### config.mk
export PLATFORM = sky130hd
export DESIGN_NAME = jtdsp16_ext_ctrl
export DESIGN_NICKNAME = d
export VERILOG_FILES = /design/src/rtl/jtdsp16_ext_ctrl.sv
export SDC_FILE = /design/constraint.sdc
export NUM_CORES = 1
export LEC_CHECK = 0
export ABC_AREA = 1
export CAP_MARGIN = 20
export CORE_ASPECT_RATIO = 0.8
export CORE_MARGIN = 8
export CORE_UTILIZATION = 47
export CTS_BUF_LIST = sky130_fd_sc_hd__clkbuf_2 sky130_fd_sc_hd__clkbuf_4 sky130_fd_sc_hd__clkbuf_8
export DETAILED_ROUTE_END_ITERATION = 6
export PLACE_DENSITY_LB_ADDON = 0.08
export SYNTH_ARGS = -nofsm -noshare
export SYNTH_HDL_FRONTEND = slang
export SYNTH_SLANG_ARGS = --single-unit
### constraint.sdc
create_clock -name clk -period 2.08 [get_ports clk]
set_clock_uncertainty 0.2 [all_clocks]
set_input_delay 0.208 -clock clk [delete_from_list [all_inputs] [get_ports clk]]
set_output_delay 0.208 -clock clk [all_outputs]
set_load 0.005 [all_outputs]
### src/rtl/jtdsp16_ext_ctrl.sv
// DSP16 external-memory responder: turns ext_rq/ext_ok stalls into cs/ok bus cycles,
// with a one-entry read buffer and a memory-acknowledge timeout guard.
module jtdsp16_ext_ctrl #(
    parameter int AW   = 16,
    parameter int DW   = 16,
    parameter int TOUT = 255
) (
    input  logic          clk,
    input  logic          rst_n,
    input  logic          ext_rq,
    input  logic          ext_we,
    input  logic [AW-1:0] ext_addr,
    input  logic [DW-1:0] ext_dout,
    output logic [DW-1:0] ext_din,
    output logic          ext_ok,
    output logic          mem_cs,
    output logic          mem_we,
    output logic [AW-1:0] mem_addr,
    output logic [DW-1:0] mem_wdata,
    input  logic [DW-1:0] mem_rdata,
    input  logic          mem_ok,
    output logic          err
);

    localparam int CW = (TOUT > 0) ? $clog2(TOUT + 1) : 1;

    typedef enum logic {IDLE, WAIT} state_t;

    state_t        state;
    logic          done_vld;
    logic [AW-1:0] done_addr;
    logic          done_we;
    logic          buf_vld;
    logic [AW-1:0] buf_addr;
    logic [DW-1:0] buf_data;
    logic [CW-1:0] cnt;
    logic [CW-1:0] cnt_nxt;
    logic          buf_hit;
    logic          tout_hit;

    // ext_ok must drop the instant address or direction moves away from the tag
    assign ext_ok   = ext_rq & done_vld & (ext_addr == done_addr) & (ext_we == done_we);
    assign buf_hit  = !ext_we && buf_vld && (buf_addr == ext_addr);
    assign cnt_nxt  = (cnt == CW'(TOUT)) ? cnt : cnt + 1'b1;
    assign tout_hit = (TOUT != 0) && (cnt == CW'(TOUT - 1));

    always_ff @(posedge clk or negedge rst_n) begin
        if (!rst_n) begin
            state     <= IDLE;
            mem_cs    <= 1'b0;
            mem_we    <= 1'b0;
            mem_addr  <= '0;
            mem_wdata <= '0;
            ext_din   <= '0;
            err       <= 1'b0;
            done_vld  <= 1'b0;
            done_addr <= '0;
            done_we   <= 1'b0;
            buf_vld   <= 1'b0;
            buf_addr  <= '0;
            buf_data  <= '0;
            cnt       <= '0;
        end else begin
            err <= 1'b0;
            unique case (state)
                IDLE: begin
                    if (!ext_rq) begin
                        done_vld <= 1'b0;
                    end else if (!ext_ok) begin
                        if (buf_hit) begin
                            ext_din   <= buf_data;
                            done_vld  <= 1'b1;
                            done_addr <= ext_addr;
                            done_we   <= 1'b0;
                        end else begin
                            mem_cs    <= 1'b1;
                            mem_we    <= ext_we;
                            mem_addr  <= ext_addr;
                            mem_wdata <= ext_dout;
                            done_vld  <= 1'b0;
                            cnt       <= '0;
                            state     <= WAIT;
                        end
                    end
                end
                WAIT: begin
                    cnt <= cnt_nxt;
                    // an acknowledge in the timeout cycle still completes normally
                    if (mem_ok || tout_hit) begin
                        mem_cs    <= 1'b0;
                        mem_we    <= 1'b0;
                        done_vld  <= 1'b1;
                        done_addr <= mem_addr;
                        done_we   <= mem_we;
                        state     <= IDLE;
                    end
                    if (mem_ok) begin
                        if (!mem_we) begin
                            ext_din  <= mem_rdata;
                            buf_vld  <= 1'b1;
                            buf_addr <= mem_addr;
                            buf_data <= mem_rdata;
                        end else if (buf_addr == mem_addr) begin
                            buf_data <= mem_wdata;
                        end
                    end else if (tout_hit) begin
                        ext_din <= '1;
                        err     <= 1'b1;
                    end
                end
            endcase
        end
    end

endmodule

# Word level (Yosys, flattened, before mapping)
# Cells that the tools add are included.
# Widths: inputs -> output; s select.
# classes
addsub	1
n_eq_ne	16
muxes	46
n_bitwise	7
n_reduce_logical	12
# op_table
op	count
$mux 16	12
$pmux 16 s2	2
$eq 16x16->1	3
$mux 8	4
$mux 1	22
$eq 8x8->1 const B	2
$pmux 8 s2	1
$reduce_and 4->1	4
$ne 2x2->1 const B	5
$pmux 1 s2	5
$add 8x1->8 const B	1
$ne 3x3->1 const B	2
$reduce_and 3->1	2
$reduce_and 5->1	1
$ne 2x1->1 const B	2
$not 1->1	4
$and 1x1->1	3
$ne 3x2->1 const B	1
$logic_and 1x1->1	2
$reduce_and 2->1	1
$eq 1x1->1	1
$logic_not 1->1	1
$logic_or 1x1->1	1
# word_totals
regBits	111
inputBits	53
out_inout_bits	52
word_cells	96

# Depth between registers and ports, before layout
# Gate-level depths: netlist (run 1).
# depth
word_depth	7
depth_mapped	13

# Least setup slack after synthesis (run 1)
# No wires, ideal clock.
# synth_timing
kind	reg-to-reg
start	register mem_we
end	register buf_addr[0]
setup_ps	131
arrival_ps	1387
t_required_ps	1749
setup_slack_ps	362
path_stages_with_launch	8
path_buffers	4
period_less_slack_ps	1718
cell_sequence	dfrtp_1 buf_2 or2_2 clkbuf_1 buf_2 buf_2 nand2_1 o21ai_0
# synth_via
elab_chain_cells	2
# synth_lines
element	line_no	rtl
start: declaration	17	output logic mem_we,
start signal: assignment	77	mem_we <= ext_we;
$not 1->1 (no source line)	--	
$reduce_and 3->1 (no source line)	--	
end signal: assignment	101	buf_addr <= mem_addr;
end: declaration	34	logic [AW-1:0] buf_addr;
# No other way between the ends.
# A chain may end at the register's enable or synchronous reset.

# Worst setup path after layout (run 1)
# layout_timing
start	register buf_addr[4]
end	register done_addr[1]
# layout_via
elab_chain_cells	4
# layout_lines
element	line_no	rtl
$eq 16x16->1	43	assign buf_hit = !ext_we && buf_vld && (buf_addr == ext_addr);
$logic_and 1x1->1	43	
$ne 2x2->1 (no source line)	--	
$reduce_and 4->1 (no source line)	--	
end signal: assignment	73	done_addr <= ext_addr;
end signal: assignment	93	done_addr <= mem_addr;
end: declaration	31	logic [AW-1:0] done_addr;
# No other way between the ends.

==> results by group, run 1 <==
Run status
  • Status: complete, but fails checks
  • Violated checks: negative hold slack

GRT
  • First-pass GRT wire length: 26.3 mm
  • Largest net degree at the start of global routing: 75
  • All-Layer GR Usage: 0.200
  • Initial antenna violation count: 0
  • Vias in the first global route: 5299
  • Grt total ovfl: 0

STA
  • Max Fclk: 0.488 GHz
  • Final Setup Violations: 0
  • Fin crit share: 0.986
  • Final Hold Vio Count: 1
  • Worst rel slew slack: 0.684
  • Slew @ Worst Pin: 0.474 ns
  • RSZ-0062 raised after global routing: true
  • Hold slack: -0.0127 ns
  • Max-slew violations: 0
  • Tmin final: 2.05 ns

Job
  • Max-cap violation count: 0

Die
  • Core area: 12600 sq um
  • Die Wd: 142 um
  • Die area: 16600 sq um
  • Effective utilization at floorplan: 0.474
  • Site row count: 37
  • Top Ports: 105
  • Die Y-Extent: 117 um

Route
  • Final wirelength: 17.0 mm
  • First-pass DRT Iterations: 5
  • Remaining DRCs: 0
  • 1st-iter DRT viols: 440
  • Drt via density: 5.07
  • Wire per inst: 15.0 um
  • Final antenna-violating net count: 0
  • Via count: 5747

Worst hold path
  • Hold Crit Class: in -> reg

Final layout
  • Ratio of cells with drive above 1 in the final layout: 0.162
  • Fillers: 1073
  • Area Growth Syn to Fin: 36.3%
  • Multi-input logic area: 2980 sq um
  • ANT cells: 0
  • Fin nets: 1009
  • Final Util: 0.645
  • Register area: 2780 sq um

Logic synthesis
  • Most used DFF post-synth: dfrtp_1
  • Syn. warnings: 0
  • FF+latch count, synth: 111
  • Synthesized net count: 879
  • Fraction of registers with async set/reset: 1.00
  • Mean area per synthesized cell: 7.26 sq um
  • Synthesized instance count: 824
  • Register area share after synthesis: 0.464
  • Mapped cell area: 5990 sq um
  • Post-synth EDFFs: 0
  • Yosys cell types: 33

Clock tree
  • Sink Count: 111
  • Num CTS Buffers: 9
  • H-tree levels: 3
  • Max clock buf depth: 2
  • Root buffer cell: clkbuf_8
  • CTS tree: done
  • Clock Latency Late Sink: 0.40 ns
  • Clock slew seen by the registers of the worst setup and hold paths: 0.10 ns

Place
  • Detail Placement HPWL: 11.9 mm
  • I/O Buffers: 104
  • Gpl congestion: 0.899

Setup path
  • R2R depth: 12
  • Worst Setup SP: buf_addr[4]
  • Critical path class: reg -> reg
  • Reg-to-reg startpoint: buf_addr[4]
  • Crit Reg-Reg Endpoint: done_addr[1]
  • Worst setup path end: done_addr[1]
  • Critical Path AT: 2.14 ns
  • Critical Path End Type: flop
  • Worst Path Required: 2.17 ns
  • Crit path cell chain: inv_2 -> nand2_1 -> nand2_1 -> nor2_1 -> nand2_1 -> nor2_2 -> nand4_1 -> nand2_4 -> nand2_8 -> clkbuf_16 -> nand2_4 -> o21ai_2
  • Setup slack, reg-to-reg: 0.03 ns
  • Nature of the critical path startpoint: flop
  • Top cell by count, worst path: nand2_1
  • Critical Path Max Stage Delay: 0.45 ns
  • Critical path's slowest cell: dfrtp_1
  • Largest fanout on the critical path: 6

Power
  • VDD IR max: 0.533 mV
  • Leak Pwr: 4.04 nW
  • Design Power: 0.00785 W
  • P per Cell Area: 962 nW/um^2
-- report_power, final --
| part | total (W) | switching, W | internal, W |
|---|---|---|---|
| registers | 0.00345 | 0.000622 | 0.00282 |
| logic | 0.00318 | 0.00162 | 0.00156 |
| clock network | 0.00122 | 0.000768 | 0.000453 |
-- worst max-delay path, delay by kind of cell (launching register included) --
kind                   cells  cell delay (ns)
AND/OR/NAND/NOR            9             1.00
flip-flops                 1             0.45
buffers and inverters      2             0.25
AO/OA/AOI/OAI              1             0.04
-- cells in the mapped netlist (8+ instances only) --
cell | instances | area share
nand4_1 | 25 | 0.026
xor2_1 | 9 | 0.013
nand3_1 | 30 | 0.025
o21ai_0 | 66 | 0.055
nor2_1 | 54 | 0.034
a21oi_1 | 19 | 0.016
dfrtp_1 | 111 | 0.46
clkbuf_1 | 13 | 0.0082
inv_1 | 76 | 0.048
inv_2 | 8 | 0.0050
o21ai_2 | 17 | 0.025
buf_2 | 10 | 0.0084
nor3_1 | 9 | 0.0075
nand2_1 | 340 | 0.21
-- kinds of logic after synthesis --
logic type                 Yosys count  synth area share
xor gates and xnor gates            10            0.0146
adders and majority gates            2           0.00418
DFF                                111             0.464
AOI/OAI and AO/OA                  107             0.102
and+or+nand+nor                    475             0.330
buffers and inverters              119            0.0855
-- per-layer routing --
layer  wire [um]  global-route usage  share of wire
met3        1140              0.0543          0.067
met2        7330               0.289           0.43
met1        8350               0.287           0.49
met4         204              0.0585          0.012
met5           0                   0              0
-- state kept, by name (all words and copies together), names as in the netlist, 8 cells and up --
signal,cells
cnt,8
ext_din,16
mem_wdata,16
buf_data,16
done_addr,16
mem_addr,16
buf_addr,16
-- worst min-delay path by stage --
stage | start | end | slack (ns) | depth (start not counted)
after floorplan | rst_n | buf_addr[0] | -0.29 | 0
after global placement | rst_n | mem_addr[5] | 0.06 | 2
after detailed placement | rst_n | done_addr[4] | 0.06 | 2
after CTS | ext_dout[9] | mem_wdata[9] | 0.12 | 3
after global routing | ext_addr[1] | mem_addr[1] | 0.04 | 3
final | ext_addr[1] | mem_addr[1] | -0.01 | 3
-- layout make-up --
cell class | count | area share
multi-input combinational | 595 | 0.365
sequential | 111 | 0.341
timing repair buffer | 152 | 0.206
inverter | 85 | 0.0391
tap | 175 | 0.0268
clock buffer | 10 | 0.0161
clock inverter | 6 | 0.00552
-- layout by cell type (no fill, tap or decap), types with 2 or more instances in the layout --
cell type and count:
nor2_2 8, o21ai_2 19, o21ai_0 65, buf_4 24
nand2_8 4, nand3_2 3, clkdlybuf4s50_1 101, buf_6 7
clkbuf_8 9, nor3_2 2, nand2_4 19, xor2_1 8
nand2_1 308, inv_2 10, ha_1 2, buf_12 10
inv_1 74, nand4_1 25, clkinvlp_4 3, a21oi_1 19
nand2_2 16, nand3_1 30, nor2_1 47, nor3_1 7
or2_2 3, dfrtp_1 110, clkbuf_16 7
-- stage by stage --
step	cells	hold slack (ns)	setup TNS, ns	worst slack [ns]	area (sq um)
after floorplan	824	-0.288	0	0.362	5990
after global placement	1102	0.0620	-13.76	-0.293	7410
after detailed placement	1102	0.0583	-15.85	-0.308	7410
after CTS	1120	0.118	0	0.00317	7620
after global routing	1134	0.0370	-2.47	-0.0732	8160
final	1134	-0.0127	0	0.0299	8160
-- timing repair --
item,in CTS,in global routing
cloned,0,9
hold buffers,1,0
gates resized for setup,6,81
endpoints found under the hold margin,111,0
setup buffers,1,5
setup endpoints to repair,2,72
pin swaps,2,21
Power figures use the tool's default switching activity.
==> run 2, diff against run 1 <==
--- a/config.mk
+++ b/config.mk
@@ -11,6 +11,7 @@
 export CORE_MARGIN = 8
 export CORE_UTILIZATION = 47
 export CTS_BUF_LIST = sky130_fd_sc_hd__clkbuf_2 sky130_fd_sc_hd__clkbuf_4 sky130_fd_sc_hd__clkbuf_8
+export CTS_CLUSTER_SIZE = 16
 export DETAILED_ROUTE_END_ITERATION = 6
 export PLACE_DENSITY_LB_ADDON = 0.08
 export SYNTH_ARGS = -nofsm -noshare
==> results of run 2 <==
Same layout as run 1: the final DEF is identical, and so are final timing and power.
